### config.mk
export PLATFORM = sky130hd
export DESIGN_NAME = mem_port_arbiter
export DESIGN_NICKNAME = d
export VERILOG_FILES = /design/src/rtl/mem_port_arbiter.sv
export SDC_FILE = /design/constraint.sdc
export NUM_CORES = 1
export LEC_CHECK = 0
export ABC_AREA = 0
export CAP_MARGIN = 25
export CORE_ASPECT_RATIO = 0.6
export CORE_UTILIZATION = 31
export CTS_CLUSTER_SIZE = 12
export DETAILED_ROUTE_END_ITERATION = 10
export GPL_TIMING_DRIVEN = 0
export PLACE_DENSITY = 0.71
export RECOVER_POWER = 100
export SYNTH_ARGS = -nofsm -noshare
export SYNTH_HDL_FRONTEND = slang
export SYNTH_SLANG_ARGS = --single-unit
### constraint.sdc
create_clock -name clk -period 2.7 [get_ports clk]
set_clock_uncertainty 0.2 [all_clocks]
set_input_delay 0.54 -clock clk [delete_from_list [all_inputs] [get_ports clk]]
set_output_delay 0.54 -clock clk [all_outputs]
set_load 0.02 [all_outputs]
### src/rtl/mem_port_arbiter.sv
// rtl/mem_port_arbiter.sv - shares one memory bus between fetch (I) and data (D) ports
// D has fixed priority; fetch wins after STARVE_LIMIT contested D-grants; flushed fetch responses are dropped.
module mem_port_arbiter #(
  parameter int STARVE_LIMIT = 4,
  parameter int CNT_W        = 4
) (
  input  logic        clk,
  input  logic        rst_n,
  input  logic        i_req_valid,
  input  logic [31:0] i_req_addr,
  output logic        i_req_ready,
  input  logic        i_flush,
  output logic        i_rsp_valid,
  output logic [31:0] i_rsp_data,
  input  logic        d_req_valid,
  input  logic [31:0] d_req_addr,
  input  logic        d_req_we,
  input  logic [31:0] d_req_wdata,
  input  logic [3:0]  d_req_be,
  output logic        d_req_ready,
  output logic        d_rsp_valid,
  output logic [31:0] d_rsp_data,
  output logic        bus_req_valid,
  output logic [31:0] bus_req_addr,
  output logic        bus_req_we,
  output logic [31:0] bus_req_wdata,
  output logic [3:0]  bus_req_be,
  input  logic        bus_req_ready,
  input  logic        bus_rsp_valid,
  input  logic [31:0] bus_rsp_data,
  output logic        busy,
  output logic        err_spurious
);

  typedef enum logic [1:0] {IDLE, ISSUE, WAIT} state_t;

  state_t             state_q, state_d;
  logic               owner_i_q, owner_i_d;
  logic               drop_q, drop_d;
  logic [CNT_W-1:0]   starve_cnt_q, starve_cnt_d;
  logic               err_q, err_d;
  logic               bus_valid_q, bus_valid_d;
  logic [31:0]        addr_q, addr_d;
  logic               we_q, we_d;
  logic [31:0]        wdata_q, wdata_d;
  logic [3:0]         be_q, be_d;

  logic               i_live;
  logic               grant_i;
  logic               grant_d;

  always_ff @(posedge clk or negedge rst_n) begin
    if (!rst_n) begin
      state_q      <= IDLE;
      owner_i_q    <= 1'b0;
      drop_q       <= 1'b0;
      starve_cnt_q <= '0;
      err_q        <= 1'b0;
      bus_valid_q  <= 1'b0;
      addr_q       <= '0;
      we_q         <= 1'b0;
      wdata_q      <= '0;
      be_q         <= '0;
    end else begin
      state_q      <= state_d;
      owner_i_q    <= owner_i_d;
      drop_q       <= drop_d;
      starve_cnt_q <= starve_cnt_d;
      err_q        <= err_d;
      bus_valid_q  <= bus_valid_d;
      addr_q       <= addr_d;
      we_q         <= we_d;
      wdata_q      <= wdata_d;
      be_q         <= be_d;
    end
  end

  // A flushed fetch request is not a live contender for arbitration.
  assign i_live  = i_req_valid && !i_flush;
  assign grant_i = (state_q == IDLE) && i_live &&
                   (!d_req_valid || (starve_cnt_q == CNT_W'(STARVE_LIMIT)));
  assign grant_d = (state_q == IDLE) && d_req_valid && !grant_i;

  always_comb begin
    state_d      = state_q;
    owner_i_d    = owner_i_q;
    drop_d       = drop_q;
    starve_cnt_d = starve_cnt_q;
    err_d        = err_q;
    bus_valid_d  = bus_valid_q;
    addr_d       = addr_q;
    we_d         = we_q;
    wdata_d      = wdata_q;
    be_d         = be_q;
    i_rsp_valid  = 1'b0;
    d_rsp_valid  = 1'b0;

    case (state_q)
      IDLE: begin
        if (bus_rsp_valid) err_d = 1'b1;
        if (grant_i) begin
          state_d      = ISSUE;
          owner_i_d    = 1'b1;
          drop_d       = 1'b0;
          bus_valid_d  = 1'b1;
          addr_d       = i_req_addr;
          we_d         = 1'b0;
          wdata_d      = '0;
          be_d         = 4'hF;
          starve_cnt_d = '0;
        end else if (grant_d) begin
          state_d     = ISSUE;
          owner_i_d   = 1'b0;
          drop_d      = 1'b0;
          bus_valid_d = 1'b1;
          addr_d      = d_req_addr;
          we_d        = d_req_we;
          wdata_d     = d_req_wdata;
          be_d        = d_req_be;
          if (i_live && (starve_cnt_q != CNT_W'(STARVE_LIMIT)))
            starve_cnt_d = starve_cnt_q + CNT_W'(1);
        end
      end
      ISSUE: begin
        if (bus_rsp_valid) err_d = 1'b1;
        if (owner_i_q && i_flush) drop_d = 1'b1;
        if (bus_req_ready) begin
          bus_valid_d = 1'b0;
          state_d     = WAIT;
        end
      end
      WAIT: begin
        if (owner_i_q && i_flush) drop_d = 1'b1;
        if (bus_rsp_valid) begin
          state_d = IDLE;
          drop_d  = 1'b0;
          if (owner_i_q) i_rsp_valid = !drop_q && !i_flush;
          else           d_rsp_valid = 1'b1;
        end
      end
      default: begin
        state_d     = IDLE;
        bus_valid_d = 1'b0;
      end
    endcase
  end

  assign i_req_ready   = grant_i;
  assign d_req_ready   = grant_d;
  assign i_rsp_data    = i_rsp_valid ? bus_rsp_data : 32'h0;
  assign d_rsp_data    = d_rsp_valid ? bus_rsp_data : 32'h0;
  assign bus_req_valid = bus_valid_q;
  assign bus_req_addr  = addr_q;
  assign bus_req_we    = we_q;
  assign bus_req_wdata = wdata_q;
  assign bus_req_be    = be_q;
  assign busy          = (state_q != IDLE);
  assign err_spurious  = err_q;

endmodule
==> flow_metrics.tcl <==
set metrics [dict create \
    status "completed" \
    internal_power_uw 4310 \
    rsz0062_at_grt "yes" \
    seq_power_share_pct 29.4 \
    max-slew-margin-rel_pct 49.6 \
    criticalPathCategory "reg2out" \
    cts_sinks 79 \
    io_pins 280 \
    syn_nets 549 \
    grt_pass1_vias 3963 \
    endpoint_kind "primary output" \
    start_kind "flip-flop" \
    route.met2.wl_um 6550 \
    grt_overflow 0 \
    worst-path-max-fanout 7 \
    ys_seq_area_share_pct 51.1 \
    maxCapViolCount 0 \
    crit_required_ps 1960 \
    p_switching_uw 2650 \
    final.setup.worst_slack_ps 52.6 \
    fillerInstances 1073 \
    dieArea_um2 13000 \
    grt.total_usage_pct 20.6 \
    numCtsBuffers 9 \
    tightest_slew_ps 752 \
    num_antenna_cells 0 \
    vias 4029 \
    synth_edf_count 0 \
    final_cell_mix "clkdlybuf4s50_1, nand2_1, dfrtp_1, and2_1, a21oi_1" \
    powerDensity_nw_per_um2 947 \
    worstPathArrival_ps 1910 \
    total_power_uw 6960 \
    dp_worst_setup_slack_ps -1050 \
    first_pass_iters 4 \
    antenna_left 0 \
    finalHoldViolCount 0 \
    period_minus_slack_ps 2650 \
    routedWlPerCell_um 15.8 \
    insertion_delay_ps 320 \
    drive_above_1_share_pct 17.5 \
    io_buffers 278 \
    cts_tree "done" \
    synth_warnings 0 \
    areaGrowthSynthToFinish_pct 89.8 \
    synth.distinct_cells 36 \
    wl_met1_um 6430 \
    grt_pass1_wl_um 20700 \
    wl_met3_um 885 \
    nets 857 \
    leakage_uw 0.00353 \
    netlist_area_um2 3870 \
    post-dp-hpwl_um 10700 \
    min_path_type "reg2reg" \
    fin_crit_sh_pct 98.1 \
    clock_tree.buffer_depth 2 \
    antenna_found_initial 0 \
    initialDrtViolationCount 116 \
    utilization_pct 60.7 \
    async_flop_share_pct 100 \
    comb_power_share_pct 53.6 \
    tns_ps 0 \
    synth_cells 403 \
    ir_drop_v 0.000451 \
    max_freq_mhz 378 \
    cts.clk_slew.worst_paths_ps 60 \
    drt-total-wl_um 13900 \
    finalSetupViolations 0 \
    fp.dieH_um 88.6 \
    cts.htree.levels 3 \
    start_util_pct 32.0 \
    final_common_cell "clkdlybuf4s50_1" \
    core_um2 12100 \
    postSynthAreaPerCell_um2 9.61 \
    grt_max_degree 51 \
    fin_cells 881 \
    top_layer_used "met4" \
    slew_violations 0 \
    cts-root-buf "clkbuf_16" \
    dp_cells 847 \
    swShare_pct 38.1 \
    ys_seq_elements 79 \
    ys.flop_type "dfrtp_1" \
    vias_per_cell 4.57 \
    power.share.clock_pct 17.1 \
    die_x_um 146 \
    post-route-drc-count 0 \
    rows 31 \
    gp_congestion 0.795 \
]
-- final cells by class --
type,count,area [um^2],area share [%]
Clock buffer,11,233,3.17
Timing Repair Buffer,299,2840,38.7
Sequential cell,79,1980,26.9
Tap cell,165,206,2.81
Inverter,6,30.0,0.409
Clock inverter,5,58.8,0.800
Buffer,27,178,2.42
Multi-Input combinational cell,289,1820,24.8
-- registers in the layout (all words and copies together), names as in the netlist --
name           flops
owner_i_q          1
bus_req_wdata     32
bus_req_valid      1
state_q            2
bus_req_addr      32
starve_cnt_q       4
drop_q             1
err_spurious       1
bus_req_we         1
bus_req_be         4
-- Yosys cell counts (3+ instances only) --
cell      count  share of area [%]
nand3_1       8                1.0
buf_2        14                1.8
nor3_1        3               0.39
and2_1       64                 10
nand2_1      83                8.0
a22o_1       32                7.2
ha_1          6                1.9
dfrtp_1      79                 51
inv_1         5               0.48
a21o_1       32                6.2
clkbuf_1     12                1.2
a21oi_1      33                4.3
o21ai_0       4               0.52
-- worst max-delay path, stage by stage (launching register included) --
cell     delay [ps]
dfrtp_1         370
inv_2            70
buf_4           130
ha_1            190
buf_6           130
and2_4          160
nand2_8         110
inv_8            40
buf_8           120
buf_6           110
buf_4           150
-- per-stage QoR --
| stage | hold WS, ps | area, um^2 |
|---|---|---|
| 6_report | 272 | 7350 |
| 5_1_grt | 292 | 7350 |
| 4_1_cts | 278 | 7190 |
| 3_5_place_dp | 260 | 6890 |
| 3_3_place_gp | 255 | 6860 |
| 2_1_floorplan | 44.4 | 3870 |
-- final timing paths --
path	depth (start not counted)	end	startpoint	slack, ps
worst max-delay path	10	i_req_ready	state_q[0]	50
worst max register to register	8	bus_req_wdata[25]	state_q[0]	390
worst min register to register	1	err_spurious	err_spurious	270
worst min-delay path	1	err_spurious	err_spurious	270
min in group asynchronous	2	bus_req_addr[26]	rst_n	610
max in group asynchronous	3	bus_req_be[2]	rst_n	460
-- cells by family (layout without fill, tap and decap cells) --
kind of cell	after synthesis	after routing	synth area share, %
AND/OR/NAND/NOR	174	174	22.8
AO/OA/AOI/OAI	107	107	19.4
flip-flops	79	79	51.1
buffers and inverters	35	348	4.23
adder cells (fa/ha/maj)	6	6	1.94
multiplexers	2	2	0.549
-- power groups by stage --
stage | combinational (uW) | sequential [uW] | clock (uW)
final | 3730 | 2050 | 1190
after global routing | 4010 | 2110 | 1280
after detailed placement | 3610 | 2040 | 0
after CTS | 3660 | 2050 | 1220
after floorplan | 1300 | 2610 | 0
after global placement | 3560 | 2020 | 0
-- timing repair --
action | CTS | global route
resized for setup | 210 | 95
hold buffers | 1 | 0
setup endpoints to repair | 68 | 65
endpoints found under the hold margin | 29 | 0
pin swaps | 3 | 0
setup buffers | 8 | 11
-- per-layer routing --
layer | global-route usage, % | vias to the layer above
met5 | 0 | -
met4 | 3.22 | 0
met3 | 6.39 | 5
met2 | 33.1 | 118
met1 | 27.9 | 1934
li1 | - | 1972
(Power assumes the default switching activity.)
